<file path="src/rtl/instruction_fetch.sv">
// rtl/instruction_fetch.sv - PC owner and fetch sequencer for a synchronous-read instruction memory
module instruction_fetch #(
    parameter int          ADDR_W   = 10,
    parameter int          DATA_W   = 32,
    parameter int unsigned RESET_PC = 0,
    parameter int          COUNT_W  = 16
) (
    input  logic               Clk,
    input  logic               Reset_n,
    input  logic               stall,
    input  logic               halt,
    input  logic               redirect_valid,
    input  logic [ADDR_W-1:0]  redirect_addr,
    output logic [ADDR_W-1:0]  imem_addr,
    input  logic [DATA_W-1:0]  imem_data,
    output logic [DATA_W-1:0]  instr,
    output logic [ADDR_W-1:0]  instr_pc,
    output logic               instr_valid,
    output logic               halted,
    output logic [COUNT_W-1:0] fetch_count
);

    localparam logic [ADDR_W-1:0] RESET_ADDR = ADDR_W'(RESET_PC);

    typedef enum logic [1:0] {
        FILL   = 2'd0,
        RUN    = 2'd1,
        HALTED = 2'd2
    } state_t;

    state_t             state_q, state_d;
    logic [ADDR_W-1:0]  pc_q, pc_d;
    logic [ADDR_W-1:0]  rsp_pc_q, rsp_pc_d;
    logic               rsp_valid_q, rsp_valid_d;
    logic [COUNT_W-1:0] fetch_count_q, fetch_count_d;
    logic [ADDR_W-1:0]  addr_sel;

    always_ff @(posedge Clk or negedge Reset_n) begin
        if (!Reset_n) begin
            state_q       <= FILL;
            pc_q          <= RESET_ADDR;
            rsp_pc_q      <= RESET_ADDR;
            rsp_valid_q   <= 1'b0;
            fetch_count_q <= '0;
        end else begin
            state_q       <= state_d;
            pc_q          <= pc_d;
            rsp_pc_q      <= rsp_pc_d;
            rsp_valid_q   <= rsp_valid_d;
            fetch_count_q <= fetch_count_d;
        end
    end

    // Priority: redirect > halt > stall > advance. Re-reading rsp_pc keeps imem_data stable.
    always_comb begin
        state_d       = state_q;
        pc_d          = pc_q;
        rsp_pc_d      = rsp_pc_q;
        rsp_valid_d   = rsp_valid_q;
        addr_sel      = pc_q;
        fetch_count_d = fetch_count_q;

        if (rsp_valid_q && !stall) begin
            fetch_count_d = fetch_count_q + COUNT_W'(1);
        end

        if (redirect_valid) begin
            addr_sel    = redirect_addr;
            rsp_pc_d    = redirect_addr;
            pc_d        = redirect_addr + ADDR_W'(1);
            rsp_valid_d = 1'b1;
            state_d     = RUN;
        end else begin
            case (state_q)
                HALTED: begin
                    addr_sel = rsp_pc_q;
                end
                default: begin
                    if (halt) begin
                        addr_sel    = rsp_pc_q;
                        rsp_valid_d = 1'b0;
                        state_d     = HALTED;
                    end else if (stall && state_q == RUN) begin
                        addr_sel = rsp_pc_q;
                    end else begin
                        addr_sel    = pc_q;
                        rsp_pc_d    = pc_q;
                        pc_d        = pc_q + ADDR_W'(1);
                        rsp_valid_d = 1'b1;
                        state_d     = RUN;
                    end
                end
            endcase
        end
    end

    // Hold the reset address on the memory port while reset is asserted, whatever the inputs do.
    assign imem_addr   = Reset_n ? addr_sel : RESET_ADDR;
    assign instr       = imem_data;
    assign instr_pc    = rsp_pc_q;
    assign instr_valid = rsp_valid_q;
    assign halted      = (state_q == HALTED);
    assign fetch_count = fetch_count_q;

endmodule

</file>
<file path="config.mk">
export PLATFORM = sky130hd
export DESIGN_NAME = instruction_fetch
export DESIGN_NICKNAME = d
export VERILOG_FILES = /design/src/rtl/instruction_fetch.sv
export SDC_FILE = /design/constraint.sdc
export NUM_CORES = 1
export LEC_CHECK = 0
export BUFFER_PORTS_ARGS = -buffer_cell sky130_fd_sc_hd__buf_2
export CAP_MARGIN = 20
export CELL_PAD_IN_SITES_DETAIL_PLACEMENT = 1
export CELL_PAD_IN_SITES_GLOBAL_PLACEMENT = 2
export CORE_MARGIN = 4
export CORE_UTILIZATION = 26
export CTS_CLUSTER_DIAMETER = 150
export DETAILED_ROUTE_END_ITERATION = 8
export GPL_ROUTABILITY_DRIVEN = 0
export GPL_TIMING_DRIVEN = 0
export MAX_ROUTING_LAYER = met4
export PLACE_DENSITY_LB_ADDON = 0.08
export SETUP_SLACK_MARGIN = 0.5
export SLEW_MARGIN = 40
export SYNTH_ARGS = -nofsm -noshare
export SYNTH_HDL_FRONTEND = slang
export SYNTH_SLANG_ARGS = --single-unit
</file>
<file path="constraint.sdc">
create_clock -name Clk -period 2 [get_ports Clk]
set_clock_uncertainty 0.1 [all_clocks]
set_input_delay 0.2 -clock Clk [delete_from_list [all_inputs] [get_ports Clk]]
set_output_delay 0.2 -clock Clk [all_outputs]
set_load 0.02 [all_outputs]
</file>
==> results by group <==
Global route
  • Global route overflow: 0
  • Vias in the first global route: 2242
  • Largest net degree at the start of global routing: 50
  • Global Route Usage Sum: 0.135
  • Initial antenna violation count: 0
  • First-pass GRT wire length: 11.7 mm

Timing
  • Final Setup Violations: 12
  • Rel. slew slack: 0.584
  • Unrepaired setup endpoints after global routing: true
  • Hold slack: -0.187 ns
  • Minimum clock period: 2.18 ns
  • Worst-margin pin slew: 0.625 ns
  • Fmax: 0.458 GHz
  • Worst Setup Slack, final: -0.182 ns
  • Final cycle utilization of the critical path: 1.09
  • Final hold vios: 39
  • Setup_tns: -1.73 ns
  • Fin. max-slew vios: 0

Detailed routing
  • Via density: 4.51
  • Routed wire length per instance: 14.8 um
  • DRT iter0 DRCs: 35
  • Pre-Repair DR Iteration Count: 4
  • Antenna Violating Nets Remaining: 0
  • WL final: 6.96 mm
  • Via count: 2123
  • DRC viols: 0

Clock network
  • Clk sink count: 39
  • CTS tree: yes
  • Total CTS buffers: 5
  • Clock latency at the later pin of the worst-skew pair: 0.29 ns
  • Clock slew at reported path FFs: 0.08 ns
  • Max clock buf depth: 2
  • Root buffer cell: clkbuf_8
  • H-tree lvl count: 2

Min path
  • Hold Crit Class: in -> async

Worst setup path
  • Reg2reg setup slack: -0.04 ns
  • Worst EP required: 1.70 ns
  • Critical path fanouts, max: 5
  • WP data arrival: 1.88 ns
  • Critical path launch point type: register
  • Worst Setup EP: imem_addr[3]
  • Cells along the critical path: and3b_4 -> nor3_4 -> buf_12 -> buf_12 -> mux2i_2 -> o21ai_2 -> and2_4 -> buf_6
  • Worst setup EP type: output pin
  • Path depth of the worst reg2reg path: 11
  • Crit path kind: reg -> out
  • Reg2reg end: instr_pc[1]$_DFF_PN0_
  • Slowest-stage cell, CP: dfrtp_1
  • FF-to-FF Start: state_q[0]$_DFFE_PN0P_
  • Crit. Startpoint: state_q[0]$_DFFE_PN0P_
  • Most frequent CP cell: buf_12
  • CP max stage delay: 0.39 ns

Status
  • Failing checks: hold timing, setup timing
  • Status: finished, violations left

Die
  • Initial core utilization: 0.270
  • Die Span Y: 104 um
  • Die X: 104 um
  • Row count: 34
  • Total core area: 0.00881 mm^2
  • Ports: 117
  • Die area: 0.0107 mm^2

Logic synthesis
  • Unique masters post-synth: 39
  • Syn avg cell area: 10.0 um^2
  • Ys Warns: 0
  • Post-synthesis mux area share: 0.0636
  • Yosys reg bits: 39
  • Cell Area, Synth: 0.00238 mm^2
  • Syn nets: 287
  • Compound-Gate Fraction of Synth Area: 0.0862
  • Largest family of logic cells by synthesized area: simple AND/OR/NAND/NOR gates
  • Post-synthesis xor/xnor area fraction: 0.110
  • Seq/Total Area, Yosys: 0.410
  • Synth Area in Adders: 0.0105
  • Synth Flop Type: dfrtp_1
  • Post-synth EDFFs: 0
  • Post-synthesis simple-gate area fraction: 0.186
  • FFs w/ async S/R, synth: 1.00
  • Post-synthesis cell count: 238

Layout
  • Most frequent cells in the layout: buf_2 (73), buf_4 (47), dfrtp_1 (35), buf_6 (29), nand2_1 (21)
  • Share of cells above drive strength 1: 0.598
  • Final #Nets: 411
  • Most common cell after layout, fill and taps aside: buf_2
  • N_diodes: 0
  • Synth-to-Final Area Change: 54.8%
  • Final Instance Count excl. Fillers: 471

Placed design
  • Port buffer count: 84
  • DP HPWL: 4.77 mm
  • Placed Instances: 430

Run
  • Max-Cap Viols: 0

Pwr
  • Pwr Density: 781 mW/mm^2
  • Total Power: 2.88 mW
  • Worst vdd ir: 0.334 mV
  • Pleak: 1.81 nW
-- how the worst min path moves through the flow --
stage / cells after the start / slack [ns] / start / end
final: 1 / -0.19 / Reset_n / instr_pc[8]$_DFF_PN0_
after floorplan: 0 / -0.20 / Reset_n / fetch_count[0]$_DFFE_PN0P_
after global routing: 1 / -0.14 / Reset_n / instr_pc[8]$_DFF_PN0_
after CTS: 1 / -0.15 / Reset_n / instr_pc[8]$_DFF_PN0_
after global placement: 1 / 0.35 / fetch_count[15]$_DFFE_PN0P_ / fetch_count[15]$_DFFE_PN0P_
after detailed placement: 1 / 0.17 / Reset_n / instr_pc[8]$_DFF_PN0_
-- report_power, final --
part | switching (mW) | internal [mW]
clock | 0.302 | 0.499
combinational | 0.507 | 0.536
sequential | 0.118 | 0.913
-- Yosys cell counts (2+ instances only) --
library cell   n  area [um^2]
a21oi_1        2         10.0
and2_1        11         68.8
and2b_1        3         22.5
and3_1         6         37.5
and4_1         3         26.3
buf_2          4         20.0
buf_4         32          240
clkbuf_1       2         7.51
dfrtp_1       39          976
ha_1           2         25.0
inv_1          6         22.5
mux2i_1       14          140
nand2_1       25         93.8
nand3_1        8         40.0
nand3b_1       3         22.5
nand4_1        5         31.3
nor2_1         7         26.3
nor3_1         3         15.0
o21ai_0        6         30.0
o21ai_1        2         10.0
o21ai_2        8         70.1
o22ai_1        2         12.5
xnor2_1       11         96.3
xor2_1        19          166
-- per-stage QoR --
step	setup WS, ns	area, um^2	util
floorplan	0.250	2450	-
global placement	-0.0395	3010	0.341
detailed placement	-0.0345	3010	0.342
CTS	-0.280	3450	0.392
global route	-0.303	3680	0.418
finish	-0.182	3680	0.418
-- cell type report --
class	instances	area (um^2)
timing repair buffer	117	843
tap	108	135
sequential	39	981
buffer	40	335
multi-input combinational	153	1230
inverter	6	22.5
clock buffer	6	72.6
fill	1022	5120
clock inverter	2	60.1
-- routing by layer --
| layer | GRT usage | vias up | wire length [um] |
|---|---|---|---|
| li1 | - | 1026 | - |
| met1 | 0.169 | 1004 | 3110 |
| met2 | 0.221 | 88 | 3320 |
| met3 | 0.0292 | 5 | 451 |
| met4 | 0.0399 | 0 | 80 |
| met5 | - | - | 0 |
-- sequential cells by signal, indices dropped and copies added (netlist names) --
name         flops
state_q          2
instr_valid      1
pc_q            10
instr_pc        10
fetch_count     16
-- kinds of logic (layout without fill, tap and decap cells) --
kind of cell,Yosys count,after routing
AO/OA/AOI/OAI,27,27
XOR/XNOR,30,30
adder cells (fa/ha/maj),2,2
buffers and inverters,46,171
flip-flops,39,39
multiplexers,15,15
AND/OR/NAND/NOR,79,79
-- worst max-delay path: cells and delay by family, from the launching register on --
| kind | cells | cell delay [ns] |
|---|---|---|
| simple gates | 3 | 0.49 |
| buf+inv | 3 | 0.40 |
| flops | 1 | 0.39 |
| mux | 1 | 0.22 |
| compound gates | 1 | 0.08 |
-- timing repair --
action	CTS	global route
endpoints found under the hold margin	39	39
buffers inserted	19	13
cloned	1	0
gates resized for setup	39	35
setup endpoints to repair	31	36
pin swaps	11	13
Power figures use the tool's default switching activity.
